`src/rtl/pc_pkg.sv`:
```
// Shared types and helpers for the fetch-stage program counter.
// Holds the FSM state, the resolved control-flow operation and offset sign extension.
package pc_pkg;

  typedef enum logic {
    RUN,
    HALTED
  } pc_state_t;

  typedef enum logic [2:0] {
    OP_HOLD,
    OP_INC,
    OP_JUMP,
    OP_BRANCH,
    OP_CALL,
    OP_RET
  } pc_op_t;

  // Sign-extends the low w bits of val to 32 bits; callers cast the result down to the PC width.
  function automatic logic [31:0] sext_off(input logic [31:0] val, input int unsigned w);
    logic signed [31:0] t;
    t = val << (32 - w);
    return t >>> (32 - w);
  endfunction

endpackage

```
`src/rtl/pc_unit_if.sv`:
```
// Control/status bundle between the decode/control unit (master) and pc_unit (slave).
interface pc_unit_if #(
  parameter int D     = 10,
  parameter int OFF_W = 8
);
  logic             stall;
  logic             jump_en;
  logic             branch_en;
  logic             call_en;
  logic             ret_en;
  logic             halt;
  logic [D-1:0]     target;
  logic [OFF_W-1:0] offset;
  logic [D-1:0]     prog_ctr;
  logic             halted;
  logic             ras_overflow;
  logic             ras_underflow;

  modport master (
    output stall, jump_en, branch_en, call_en, ret_en, halt, target, offset,
    input  prog_ctr, halted, ras_overflow, ras_underflow
  );

  modport slave (
    input  stall, jump_en, branch_en, call_en, ret_en, halt, target, offset,
    output prog_ctr, halted, ras_overflow, ras_underflow
  );
endinterface

```
`src/rtl/pc_ras.sv`:
```
// Circular return-address stack: a push when full overwrites the oldest entry.
// The top of stack is presented combinationally on pop_data.
module pc_ras #(
  parameter int D         = 10,
  parameter int RAS_DEPTH = 4
) (
  input  logic         clk,
  input  logic         reset,
  input  logic         push,
  input  logic         pop,
  input  logic [D-1:0] push_data,
  output logic [D-1:0] pop_data,
  output logic         full,
  output logic         empty
);
  localparam int PW = $clog2(RAS_DEPTH);
  localparam int CW = PW + 1;

  logic [D-1:0]  mem_q [RAS_DEPTH];
  logic [PW-1:0] ptr_q, ptr_d;
  logic [CW-1:0] cnt_q, cnt_d;

  // ptr_q is the next write slot; when full it also points at the oldest entry.
  assign pop_data = mem_q[ptr_q - PW'(1)];
  assign full     = (cnt_q == CW'(RAS_DEPTH));
  assign empty    = (cnt_q == '0);

  always_comb begin
    ptr_d = ptr_q;
    cnt_d = cnt_q;
    if (push) begin
      ptr_d = ptr_q + PW'(1);
      if (!full) cnt_d = cnt_q + CW'(1);
    end else if (pop && !empty) begin
      ptr_d = ptr_q - PW'(1);
      cnt_d = cnt_q - CW'(1);
    end
  end

  always_ff @(posedge clk) begin
    if (reset) begin
      ptr_q <= '0;
      cnt_q <= '0;
    end else begin
      ptr_q <= ptr_d;
      cnt_q <= cnt_d;
    end
  end

  always_ff @(posedge clk) begin
    if (push) mem_q[ptr_q] <= push_data;
  end

endmodule

```
`src/rtl/pc_unit.sv`:
```
// Fetch-stage program counter: increment, jump, relative branch, call/return via RAS,
// stall and sticky halt. One operation per cycle, resolved by fixed priority.
module pc_unit
  import pc_pkg::*;
#(
  parameter int          D          = 10,
  parameter int          OFF_W      = 8,
  parameter int          RAS_DEPTH  = 4,
  parameter int unsigned START_ADDR = 0
) (
  input logic       clk,
  input logic       reset,
  pc_unit_if.slave  bus
);

  pc_state_t    state_q, state_d;
  logic [D-1:0] pc_q, pc_d;
  logic         ovf_q, ovf_d;
  logic         unf_q, unf_d;
  pc_op_t       op;

  logic         ras_push, ras_pop, ras_full, ras_empty;
  logic [D-1:0] ras_top;
  logic [D-1:0] pc_inc;
  logic [D-1:0] pc_branch;

  assign pc_inc    = pc_q + D'(1);
  assign pc_branch = pc_q + D'(sext_off(32'(bus.offset), OFF_W));

  pc_ras #(
    .D         (D),
    .RAS_DEPTH (RAS_DEPTH)
  ) u_ras (
    .clk       (clk),
    .reset     (reset),
    .push      (ras_push),
    .pop       (ras_pop),
    .push_data (pc_inc),
    .pop_data  (ras_top),
    .full      (ras_full),
    .empty     (ras_empty)
  );

  // A stalled or halted cycle resolves to OP_HOLD, so lower-priority requests have no side effects.
  always_comb begin
    op = OP_HOLD;
    if (state_q == RUN && !bus.stall) begin
      if      (bus.halt)      op = OP_HOLD;
      else if (bus.ret_en)    op = OP_RET;
      else if (bus.call_en)   op = OP_CALL;
      else if (bus.jump_en)   op = OP_JUMP;
      else if (bus.branch_en) op = OP_BRANCH;
      else                    op = OP_INC;
    end
  end

  always_comb begin
    state_d  = state_q;
    pc_d     = pc_q;
    ovf_d    = ovf_q;
    unf_d    = unf_q;
    ras_push = 1'b0;
    ras_pop  = 1'b0;
    if (state_q == RUN && !bus.stall && bus.halt) state_d = HALTED;
    case (op)
      OP_INC:    pc_d = pc_inc;
      OP_JUMP:   pc_d = bus.target;
      OP_BRANCH: pc_d = pc_branch;
      OP_CALL: begin
        ras_push = 1'b1;
        pc_d     = bus.target;
        if (ras_full) ovf_d = 1'b1;
      end
      OP_RET: begin
        if (ras_empty) begin
          pc_d  = pc_inc;
          unf_d = 1'b1;
        end else begin
          ras_pop = 1'b1;
          pc_d    = ras_top;
        end
      end
      default: ;
    endcase
  end

  always_ff @(posedge clk) begin
    if (reset) begin
      state_q <= RUN;
      pc_q    <= D'(START_ADDR);
      ovf_q   <= 1'b0;
      unf_q   <= 1'b0;
    end else begin
      state_q <= state_d;
      pc_q    <= pc_d;
      ovf_q   <= ovf_d;
      unf_q   <= unf_d;
    end
  end

  assign bus.prog_ctr      = pc_q;
  assign bus.halted        = (state_q == HALTED);
  assign bus.ras_overflow  = ovf_q;
  assign bus.ras_underflow = unf_q;

endmodule

```
`src/flat_wrapper.sv`:
```
// flat-port wrapper written by rule: the top's interface ports become plain ports
module pc_unit_flat import pc_pkg::*;
#(
  parameter int          D          = 10,
  parameter int          OFF_W      = 8,
  parameter int          RAS_DEPTH  = 4,
  parameter int unsigned START_ADDR = 0
)
  (clk, reset, bus_stall, bus_jump_en, bus_branch_en, bus_call_en, bus_ret_en, bus_halt, bus_target, bus_offset, bus_prog_ctr, bus_halted, bus_ras_overflow, bus_ras_underflow);
  pc_unit_if #(.D(D), .OFF_W(OFF_W)) bus_i ();
  input logic clk;
  input logic reset;
  input wire logic [$bits(bus_i.stall)-1:0] bus_stall;
  input wire logic [$bits(bus_i.jump_en)-1:0] bus_jump_en;
  input wire logic [$bits(bus_i.branch_en)-1:0] bus_branch_en;
  input wire logic [$bits(bus_i.call_en)-1:0] bus_call_en;
  input wire logic [$bits(bus_i.ret_en)-1:0] bus_ret_en;
  input wire logic [$bits(bus_i.halt)-1:0] bus_halt;
  input wire logic [$bits(bus_i.target)-1:0] bus_target;
  input wire logic [$bits(bus_i.offset)-1:0] bus_offset;
  output wire logic [$bits(bus_i.prog_ctr)-1:0] bus_prog_ctr;
  output wire logic [$bits(bus_i.halted)-1:0] bus_halted;
  output wire logic [$bits(bus_i.ras_overflow)-1:0] bus_ras_overflow;
  output wire logic [$bits(bus_i.ras_underflow)-1:0] bus_ras_underflow;
  assign bus_i.stall = bus_stall;
  assign bus_i.jump_en = bus_jump_en;
  assign bus_i.branch_en = bus_branch_en;
  assign bus_i.call_en = bus_call_en;
  assign bus_i.ret_en = bus_ret_en;
  assign bus_i.halt = bus_halt;
  assign bus_i.target = bus_target;
  assign bus_i.offset = bus_offset;
  assign bus_prog_ctr = bus_i.prog_ctr;
  assign bus_halted = bus_i.halted;
  assign bus_ras_overflow = bus_i.ras_overflow;
  assign bus_ras_underflow = bus_i.ras_underflow;
  pc_unit #(.D(D), .OFF_W(OFF_W), .RAS_DEPTH(RAS_DEPTH), .START_ADDR(START_ADDR)) u_core (.clk(clk), .reset(reset), .bus(bus_i));
endmodule
```
`config.mk`:
```
export PLATFORM = sky130hd
export DESIGN_NAME = pc_unit_flat
export DESIGN_NICKNAME = d
export VERILOG_FILES = /design/src/rtl/pc_pkg.sv /design/src/rtl/pc_unit_if.sv /design/src/rtl/pc_ras.sv /design/src/rtl/pc_unit.sv /design/src/flat_wrapper.sv
export SDC_FILE = /design/constraint.sdc
export NUM_CORES = 1
export LEC_CHECK = 0
export ABC_AREA = 0
export BUFFER_PORTS_ARGS = -buffer_cell sky130_fd_sc_hd__buf_2
export CAP_MARGIN = 20
export CORE_AREA = 2 2 75 77
export CTS_CLUSTER_DIAMETER = 80
export CTS_CLUSTER_SIZE = 14
export DETAILED_ROUTE_END_ITERATION = 10
export DIE_AREA = 0 0 77 79
export GPL_TIMING_DRIVEN = 1
export PLACE_DENSITY = 0.89
export SYNTH_ARGS = -nofsm -noshare
export SYNTH_HDL_FRONTEND = slang
export SYNTH_SLANG_ARGS = --single-unit
```
`constraint.sdc`:
```
create_clock -name clk -period 6.15 [get_ports clk]
set_input_delay 0.3075 -clock clk [delete_from_list [all_inputs] [get_ports clk]]
set_output_delay 0.3075 -clock clk [all_outputs]
set_load 0.02 [all_outputs]
```
== Yosys cells after proc, flatten, opt, wreduce, memory -nomap -nowiden ==
Memories as Yosys holds them, arrays and structs flattened.
Index checks and enable logic that the tools add are counted.
Word-level totals
  register bits after elaboration: 18
  latch bits: 0
  bits in writable memories: 40
  ROM bits: 0
  word-level logic and storage cells: 51
  memories kept: 1
Memories
  u_core.u_ras.mem_q: depth 4, width 10, read ports 1, clocked after memory_dff 0, wr ports 1, line pc_ras.sv:19  | logic [D-1:0] mem_q [RAS_DEPTH];
Cells by class
  $add $sub $neg: 6
  multiply operators: 0
  divide/modulo/power cells: 0
  magnitude comparators: 0
  eq/ne operators: 7
  shift-type cells: 0
  multiplexer cells: 18
  bitwise logic cells: 1
  reduce and logical (&&, ||, !) cells: 12
Operators by type and width (number)
  $pmux 10 s4: 1
  $mux 3: 8
  $add 10x1->10 const B: 1
  $add 10x10->10: 1
  $mux 10: 1
  $eq 3x3->1 const B: 3
  $eq 3x2->1 const B: 2
  $mux 2: 3
  $reduce_and 2->1: 3
  $mux 1: 5
  $reduce_bool 4->1: 1
  $add 3x1->3 const B: 1
  $eq 3x1->1 const B: 1
  $logic_and 1x1->1: 3
  $logic_not 3->1: 1
  $sub 3x1->3 const B: 1
  $add 2x1->2 const B: 1
  $logic_not 1->1: 2
  $ne 2x2->1 const B: 1
  $reduce_bool 2->1: 1
  $reduce_or 2->1: 1
  $sub 2x1->2 const B: 1
  $not 1->1: 1

== Longest topological paths before layout ==
  depth in word-level cells: 11
  mapped depth: 8
  gate-level depth less buffers: 8

== By module ==
Synthesis repeated with hierarchy kept, for this count alone.
Unflattened totals
  cells, all modules: 267
  area, all modules: 3150.5 µm²
Modules (own cells, without submodules)
  pc_ras: instances 1, cells an instance 100, area an instance 1829.3 µm², seq. area each 1301.2 µm²
  pc_unit: instances 1, cells an instance 167, area an instance 1321.3 µm², seq. area each 260.2 µm²

== Least setup slack after synthesis ==
OpenSTA, ideal clock, no wires.
  path kind: register to register
  from: register u_core.u_ras.ptr_q[0]
  to: register u_core.pc_q[8] (netlist: u_core.bus.prog_ctr[8])
  library setup time: 0.126 ns
  arrival: 2.307 ns
  required time: 6.024 ns
  path slack: 3.717 ns
  stages on the path, launching flop included: 9
  path buffers: 2
  clock period less this slack: 2.433 ns
  path through: dfxtp_1 -> buf_2 -> inv_1 -> ha_1 -> clkbuf_1 -> mux4_2 -> a221o_1 -> o221ai_1 -> o31ai_1
Between the ends
  word-level cells in the longest chain between the ends: 4
Ends and longest elaborated chain
  start: declaration: line pc_ras.sv:20  | logic [PW-1:0] ptr_q, ptr_d;
  start signal: assignment: line pc_ras.sv:45  | ptr_q <= ptr_d;
  $sub 2x1->2: line pc_ras.sv:24  | assign pop_data = mem_q[ptr_q - PW'(1)];
  $mem_v2 4x10
  $mux 10: line pc_unit.sv:75  | if (ras_empty) begin
  $pmux 10 s4: line pc_unit.sv:65  | case (op)
  end signal: assignment: line pc_unit.sv:90  | pc_q <= D'(START_ADDR);
  end signal: assignment: line pc_unit.sv:95  | pc_q <= pc_d;
  end: declaration: line pc_unit.sv:17  | logic [D-1:0] pc_q, pc_d;
No other way between the ends.
A chain may end at the register's enable or synchronous reset.

== Worst setup path after layout ==
Ends and elaborated chain as after synthesis.

==> impl_metrics.yaml <==
outcome:
  status: "completed"
final_layout:
  diodes: 0
  layout_commonest_cell: "edfxtp_1"
  final_cell_mix: "40 x edfxtp_1, 38 x buf_2, 20 x o21ai_0, 18 x dfxtp_1, 17 x a21oi_1"
  drive_above_1_share_pct: 21.8
  nNetsFinal: 344
  area_growth_pct: 13.1
  fillCellCount: 433
route:
  firstDrtPassIters: 4
  drt-vias-per-instance: 6.16
  drc_errors: 0
  drt_iter0_drc: 228
  vias: 2335
  drtAntennaViolNets: 0
  wire_per_inst_um: 18.0
  drt-total-wl_um: 6830
logic_synthesis:
  ys_async_sr_fraction_pct: 0
  synth_compound_area_share_pct: 17.2
  synth_cells: 262
  syn_nets: 304
  synth_top_family_by_area: "compound AO/OA/AOI/OAI gates"
  ys_warn_count: 0
  yosys.area_share.simple_pct: 11.1
  ys_seq_area_share_pct: 50.9
  ys_ff_latch: 58
  ys_dominant_reg_cell: "edfxtp_1"
  syn_area_um2: 3070
  synth.top_cell.area_share_pct: 39.1
  synth-edff-count: 40
  yosysTopAreaCell: "edfxtp_1"
  synth_area_per_cell_um2: 11.7
  ys_types: 47
  synth_xor_area_share_pct: 3.42
  synth_fa_ha_area_share_pct: 7.01
  synth.area.top_cells: "edfxtp_1 39%, dfxtp_1 12%, mux4_2 7.3%"
  synth_mux_area_share_pct: 7.33
sta:
  setup_tns_ns: 0
  hold_violations: 0
  rsz0062_at_grt: "false"
  fmax_mhz: 355
  final.min_clock_period_ns: 2.82
  setup_viol: 0
  fin_crit_sh_pct: 45.8
  slew_violations: 0
  fin_skew_ns: 0.0152
  tightest_slew_ns: 0.792
  maxSlewHeadroom_pct: 47.2
  setup_ws_ns: 3.33
global_route:
  grt_max_degree: 15
  grt_pass1_wl_um: 10800
  first_global_vias: 2226
  grt_overflow: 0
  antenna_found_initial: 0
  track_usage_pct: 23.4
critical_path:
  r2r-start: "u_core.u_ras.ptr_q[0]"
  cp.required_ns: 6.36
  crit_arrival_ns: 3.03
  cp-startpoint: "u_core.u_ras.ptr_q[0]"
  critPathLaunchType: "register"
  rr_worst_depth: 6
  endpoint: "u_core.bus.prog_ctr[8]"
  worst-r2r-setup-slack_ns: 3.33
  reg2reg_to: "u_core.bus.prog_ctr[8]"
  critical_path_class: "reg -> reg"
  setup.worst_path.end_class: "register"
  cp_max_fo: 13
run:
  maxCapViolations: 0
hold_path:
  hold_depth: 3
  holdCritPathClass: "in -> reg"
placed_design:
  dp_hpwl_um: 4750
  pre_cts_slack_ns: 3.34
  finalWeightedCongestion: 0.805
  io_buffers: 38
die:
  die_x_um: 77
  core-area_um2: 5340
  rows: 27
  initial_core_util_pct: 57.5
  die_area_um2: 6080
  pin_count: 39
  die_h_um: 79
pwr:
  power.density_nw_per_um2: 246
  peakVddDrop_v: 0.000189
  p_leak_nw: 1.30
clocking:
  clk_latency_ns: 0.33
  cts_setup_buffers: 0
  cts_hold_buf: 0
  cts.sinks: 58
  cts_resized: 0
  cts_buffers: 9
  cts_tree: "yes"
  cts.clk_slew.worst_paths_ns: 0.07
  htreeDepth: 3
  cts_buffer_depth: 2
  cts_root_buf: "clkbuf_8"
-- flip-flops by register name, indices dropped and copies added (netlist names) --
signal                    count
u_core.u_ras.mem_q           40
u_core.bus.prog_ctr          10
u_core.u_ras.cnt_q            3
u_core.u_ras.ptr_q            2
u_core.bus.halted             1
u_core.bus.ras_overflow       1
u_core.bus.ras_underflow      1
-- cell usage after synthesis (all sizes together), types with 6 or more instances --
cell / number
ha: 14
edfxtp: 40
mux4: 10
nor3: 6
a221oi: 8
o21ai: 20
xor2: 6
dfxtp: 18
xnor2: 6
inv: 13
nor2: 15
nand2: 14
clkbuf: 7
a21oi: 18
-- stage by stage --
stage	instances	area [um^2]	hold WS [ns]	utilization, %	total power (W)
floorplan	262	3070	0.374	-	0.000529
global placement	363	3310	0.453	62.0	0.000560
detailed placement	363	3310	0.462	62.0	0.000564
CTS	379	3470	0.238	65.1	0.000857
global route	379	3470	0.264	65.1	0.000890
finish	379	3470	0.249	65.1	0.000856
-- routing by layer --
| layer | GRT usage (%) | share of wire, % | up-vias | wire length (um) |
|---|---|---|---|---|
| li1 | - | - | 1107 | - |
| met1 | 29.8 | 42 | 1115 | 2870 |
| met2 | 38.2 | 49 | 94 | 3340 |
| met3 | 5.23 | 7.1 | 19 | 486 |
| met4 | 11.3 | 2.0 | 0 | 136 |
| met5 | 0 | 0 | - | 0 |
-- report_power, final --
| group | switching [W] | internal, W | total (W) |
|---|---|---|---|
| logic | 0.0000690 | 0.0000489 | 0.000118 |
| clock network | 0.000144 | 0.000153 | 0.000297 |
| registers | 0.0000137 | 0.000427 | 0.000441 |
-- worst max-delay path: stages (launching register included) --
cell	delay (ns)
dfxtp_1	0.83
inv_1	0.22
ha_1	0.67
mux4_2	0.38
a221o_1	0.30
o221ai_1	0.18
o31ai_1	0.11
-- how the worst min path moves through the flow --
stage,start,end,slack (ns)
4_1_cts,bus_halt,u_core.bus.halted,0.24
2_1_floorplan,reset,u_core.bus.prog_ctr[4],0.37
6_report,bus_halt,u_core.bus.halted,0.25
3_3_place_gp,u_core.bus.ras_underflow,u_core.bus.ras_underflow,0.45
5_1_grt,bus_halt,u_core.bus.halted,0.26
3_5_place_dp,u_core.bus.ras_underflow,u_core.bus.ras_underflow,0.46
-- area by class of cell --
class / instances / area (um^2) / share of cell area, %
clock inverters: 4 / 17.5 / 0.504
flip-flops and latches: 58 / 1560 / 45.0
multi-input cells: 181 / 1410 / 40.7
well taps: 72 / 90.1 / 2.59
repair buffers: 39 / 198 / 5.69
clock buffers: 12 / 145 / 4.18
inverters: 13 / 48.8 / 1.40
-- cell families after synthesis --
logic type | after synthesis
AO/OA/AOI/OAI | 79
XOR/XNOR | 12
adder cells (fa/ha/maj) | 16
buffers and inverters | 23
flip-flops | 58
multiplexers | 10
AND/OR/NAND/NOR | 64
No activity file was read; power rests on OpenSTA's default activity.
